--- config.mk ---
export PLATFORM = sky130hd
export DESIGN_NAME = data_queue_credits_src
export DESIGN_NICKNAME = d
export VERILOG_FILES = /design/src/rtl/data_queue_credits_src.sv
export SDC_FILE = /design/constraint.sdc
export NUM_CORES = 1
export LEC_CHECK = 0
export ABC_AREA = 1
export BUFFER_PORTS_ARGS = -buffer_cell sky130_fd_sc_hd__buf_2
export CAP_MARGIN = 20
export CORE_AREA = 2 2 463 465
export CTS_CLUSTER_DIAMETER = 150
export DETAILED_ROUTE_END_ITERATION = 12
export DIE_AREA = 0 0 465 467
export SYNTH_ARGS = -nofsm -noshare
export SYNTH_HDL_FRONTEND = slang
export SYNTH_SLANG_ARGS = --single-unit
--- constraint.sdc ---
create_clock -name aclk -period 3.1 [get_ports aclk]
set_input_delay 0.465 -clock aclk [delete_from_list [all_inputs] [get_ports aclk]]
set_output_delay 0.465 -clock aclk [all_outputs]
set_load 0.05 [all_outputs]
--- src/rtl/data_queue_credits_src.sv ---
// Credit-gated AXI4S source: forwards beats toward a credit-counting sink queue
// through a one-beat registered output slot, spending one credit per accepted beat.
module data_queue_credits_src #(
  parameter int CRED_MAX  = 512,
  parameter int CRED_BITS = $clog2(CRED_MAX + 1),
  parameter int DATA_BITS = 512
) (
  input  logic                   aclk,
  input  logic                   aresetn,
  input  logic                   s_axis_tvalid,
  output logic                   s_axis_tready,
  input  logic [DATA_BITS-1:0]   s_axis_tdata,
  input  logic [DATA_BITS/8-1:0] s_axis_tkeep,
  input  logic                   s_axis_tlast,
  output logic                   m_axis_tvalid,
  input  logic                   m_axis_tready,
  output logic [DATA_BITS-1:0]   m_axis_tdata,
  output logic [DATA_BITS/8-1:0] m_axis_tkeep,
  output logic                   m_axis_tlast,
  input  logic                   credit_ret,
  output logic [CRED_BITS-1:0]   credits,
  output logic                   xfer,
  output logic                   cred_err
);

  localparam logic [CRED_BITS-1:0] LP_CRED_MAX = CRED_BITS'(CRED_MAX);
  localparam logic [CRED_BITS-1:0] LP_ONE      = CRED_BITS'(1);

  logic                   r_vld;
  logic [DATA_BITS-1:0]   r_data;
  logic [DATA_BITS/8-1:0] r_keep;
  logic                   r_last;
  logic [CRED_BITS-1:0]   r_credits;
  logic                   r_xfer;
  logic                   r_cred_err;

  logic                   w_slot_free;
  logic                   w_acc;
  logic [CRED_BITS-1:0]   w_cred_nxt;
  logic                   w_err_set;

  // Slot is free when empty or when its beat leaves this cycle.
  assign w_slot_free   = !r_vld || m_axis_tready;
  assign s_axis_tready = (r_credits != '0) && w_slot_free;
  assign w_acc         = s_axis_tvalid && s_axis_tready;

  always_comb begin
    w_cred_nxt = r_credits;
    w_err_set  = 1'b0;
    if (w_acc && !credit_ret) begin
      w_cred_nxt = r_credits - LP_ONE;
    end else if (!w_acc && credit_ret) begin
      if (r_credits == LP_CRED_MAX) w_err_set = 1'b1;
      else                          w_cred_nxt = r_credits + LP_ONE;
    end
  end

  always_ff @(posedge aclk or negedge aresetn) begin
    if (!aresetn) begin
      r_vld      <= 1'b0;
      r_data     <= '0;
      r_keep     <= '0;
      r_last     <= 1'b0;
      r_credits  <= LP_CRED_MAX;
      r_xfer     <= 1'b0;
      r_cred_err <= 1'b0;
    end else begin
      if (w_acc) begin
        r_vld  <= 1'b1;
        r_data <= s_axis_tdata;
        r_keep <= s_axis_tkeep;
        r_last <= s_axis_tlast;
      end else if (m_axis_tready) begin
        r_vld  <= 1'b0;
      end
      r_credits  <= w_cred_nxt;
      r_xfer     <= w_acc;
      r_cred_err <= r_cred_err || w_err_set;
    end
  end

  assign m_axis_tvalid = r_vld;
  assign m_axis_tdata  = r_data;
  assign m_axis_tkeep  = r_keep;
  assign m_axis_tlast  = r_last;
  assign credits       = r_credits;
  assign xfer          = r_xfer;
  assign cred_err      = r_cred_err;

endmodule

==> run metrics <==
DP Area 31,970 um2; die area 217,200 um2; DP HPWL ~140,000 um; GP Congestion 0.9442; Die Y around 470 um; design area approximately 40,000 um2; Startpoint Class flip-flop; worst-path fanout max 11; DRT Pass-1 Iters 5; largest cells by area after synthesis dfrtp_1 64%, nand2_1 29%, buf_6 1.4%; Post-DRT Antenna Nets 0; Mapped Cells 2,575; WP buf/inv 0; r2r endpoint credits[7]; Nets 4,889; core area between 200,000 and 250,000 um2; max-cap violation count 0; RSZ-0062 raised after global routing false; # rows 169; vias in the first global route roughly 25,000; Worst Setup EP credits[7]; Clock H-tree levels 3; critical path capture point type flip-flop; Worst VDD drop just over 0.5 mV; critical-path cell with the highest stage delay dfrtp_1; Starting Density a little over a tenth; yosys warns 0; WP depth 14; status finished clean; CP Cell Sequence nor2_1, nand3_1, nor2_2, nand2_1, nand2_2, nor2_4, ha_1, ha_1, a21oi_1, nor2_1, nor2_1, nand3_1, nand3_1, nand2_1; met2 usage around 26%; FF+latch area approximately 15,000 um2; Clock Sinks between 500 and 600; Setup crit start credits[0]; ratio of cells with drive above 1 in the final layout between 30 and 40%; multi-input logic area about 7100 um2; Slew Viols, Final 0; Max Freq 367.6 MHz; min-delay worst type input port to flip-flop; max_slew headroom 46.25%; top cell type's share of synthesized area between 60% and 70%; Die X 465 um; sequential area share after synthesis about 64%; first-pass GRT wire length 220,100 um; Mapped Area between 20,000 and 25,000 um2; DRC Markers 0; DR iter-0 viols 1,737; Worst EP required roughly 3.7 ns; DR vias between 20,000 and 30,000; Post-Route Setup TNS 0 ns; pin count of the biggest net entering global routing ~140; final setup fails 0; crit path DAT about 3.3 ns; TritonCTS Buffers between 70 and 80; synthesis-to-layout area growth 75.65%; Worst-Margin Slew between 0.8 and 0.9 ns; Avg WL per Cell between 20 and 25 um; Final Critical Period around 2.7 ns; cell taking the most area after synthesis dfrtp_1; Hold Vio Cnt, Final 0; power density cells ~800 nW/um2; period utilization between 80 and 90%; met1 Usage GRT between 15 and 20%; synth unique cells 26; Hold Path Origin s_axis_tdata[56]; met3 Use GR 6.773%; FF-to-FF setup slack approximately 0.38 ns; io pins about 1,200; worst skew pair latency 0.73 ns; final WL about 170,000 um; clk slew on worst S/H paths approximately 0.06 ns; FF-to-FF path depth 14; Setup CP Type flip-flop to flip-flop; Post-Syn Nets roughly 3,200; CP top delay family simple AND/OR/NAND/NOR gates; clk buf depth 3; #FFs+latches synth roughly 600; gr busiest metal met2; Remaining Overflow, GRT 0; antenna violations before repair around 230; vias per cell 3.476; TritonCTS clock tree built; IO buf count roughly 1,200; Syn Area/Cell approximately 8.9 um2; Layout Skew approximately 0.042 ns; fill cell count 23,530; Root Buffer clkbuf_16; Leakage Power 21.44 nW; Tot GR Track Use between 10% and 20%; CP max stage delay ~0.46 ns; worst reg2reg path startpoint credits[0]; Post-CTS Setup Inserts 0
[logic make-up (layout without fill, tap and decap cells)]
| logic type | after synthesis | after routing | synth area share [%] |
|---|---|---|---|
| compound gates | 10 | 10 | 0.2452 |
| xor+xnor | 5 | 5 | 0.1908 |
| simple gates | 1813 | 1813 | 29.82 |
| fa+ha+maj | 11 | 11 | 0.6321 |
| flops | 590 | 590 | 64.31 |
| buf+inv | 146 | 1926 | 4.806 |
| other cells | 0 | 87 | 0 |
[per-stage QoR]
stage               total power [mW]  setup WS [ns]  cells  utilization [%]  hold slack [ns]
global route                   33.59         0.1304   7209            18.99          0.03771
detailed placement             22.06         0.3664   6495            15.10           0.4533
floorplan                      17.88         0.2158   2575                -           0.1694
finish                         32.14         0.3795   7263            19.05          0.04952
CTS                            32.69         0.3741   7176            18.95         0.002453
global placement               21.97         0.3454   6495            15.10           0.4478
[final cells by class]
type	instances	share of cell area (%)
diodes	87	0.5398
clock buffers	98	5.218
clock inverters	37	1.430
inverters	17	0.1768
multi-input cells	1839	17.58
flip-flops and latches	590	36.61
well taps	2821	8.752
repair buffers	1774	29.69
[how the worst min path moves through the flow]
| stage | endpoint | slack (ns) | cells after the start |
|---|---|---|---|
| floorplan | cred_err | 0.17 | 0 |
| global placement | m_axis_tdata[247] | 0.45 | 2 |
| detailed placement | m_axis_tdata[250] | 0.45 | 2 |
| CTS | m_axis_tdata[276] | 0.002 | 3 |
| global route | m_axis_tkeep[1] | 0.04 | 3 |
| finish | m_axis_tdata[56] | 0.05 | 3 |
[worst min-delay path, delay by kind of cell]
| kind | cells | cell delay, ns |
|---|---|---|
| and+or+nand+nor | 2 | 0.18 |
| buffers and inverters | 1 | 0.08 |
[placed cells by master (no fill, tap or decap), types with 4 or more instances in the layout]
| cell type | count |
|---|---|
| inv_1 | 16 |
| diode_2 | 87 |
| o21ai_0 | 4 |
| clkbuf_8 | 12 |
| nand2_1 | 1781 |
| ha_1 | 10 |
| buf_4 | 39 |
| clkinvlp_4 | 5 |
| dfrtp_1 | 589 |
| bufinv_16 | 11 |
| nand3_1 | 12 |
| inv_6 | 4 |
| buf_12 | 17 |
| clkinv_2 | 10 |
| clkbuf_1 | 10 |
| buf_2 | 1171 |
| nor2_1 | 13 |
| clkbuf_16 | 76 |
| dlygate4sd3_1 | 546 |
| a21oi_1 | 4 |
[cell usage after synthesis]
master	n
a21oi_1	4
xnor2_1	2
nor2_2	1
o21bai_1	1
buf_4	21
dfrtp_1	589
nor2_1	13
nor3b_1	1
nand2_2	1
fa_1	1
o21ai_0	4
dfstp_2	1
ha_1	10
xor2_1	3
nand4_1	1
clkbuf_1	4
buf_12	11
nand3b_1	2
nor2_4	1
inv_1	16
nand2_1	1781
inv_2	1
buf_6	29
nand3_1	12
buf_2	64
a31o_2	1
[registers in the layout, indices dropped and copies added (netlist names)]
name and cells:
m_axis_tdata 512, xfer 1, m_axis_tlast 1, m_axis_tvalid 1
cred_err 1, credits 10, m_axis_tkeep 64
[power breakdown]
group          internal (mW)  total, mW  switching (mW)
Clock                   5.76       9.63            3.87
Combinational           2.71       12.3            9.56
Sequential              9.26       10.2           0.979
[layer usage]
metal | wire, um | share of wire [%] | up-vias
met2 | 79320 | 47 | 1462
li1 | - | - | 11320
met5 | 830 | 0.49 | -
met3 | 18950 | 11 | 525
met1 | 58200 | 34 | 11810
met4 | 11670 | 6.9 | 128
[timing repair]
action                                 4_1_cts  5_1_grt
gates resized for setup                      0        0
hold buffers                               546        0
endpoints found under the hold margin      567        0
Power figures use the tool's default switching activity.
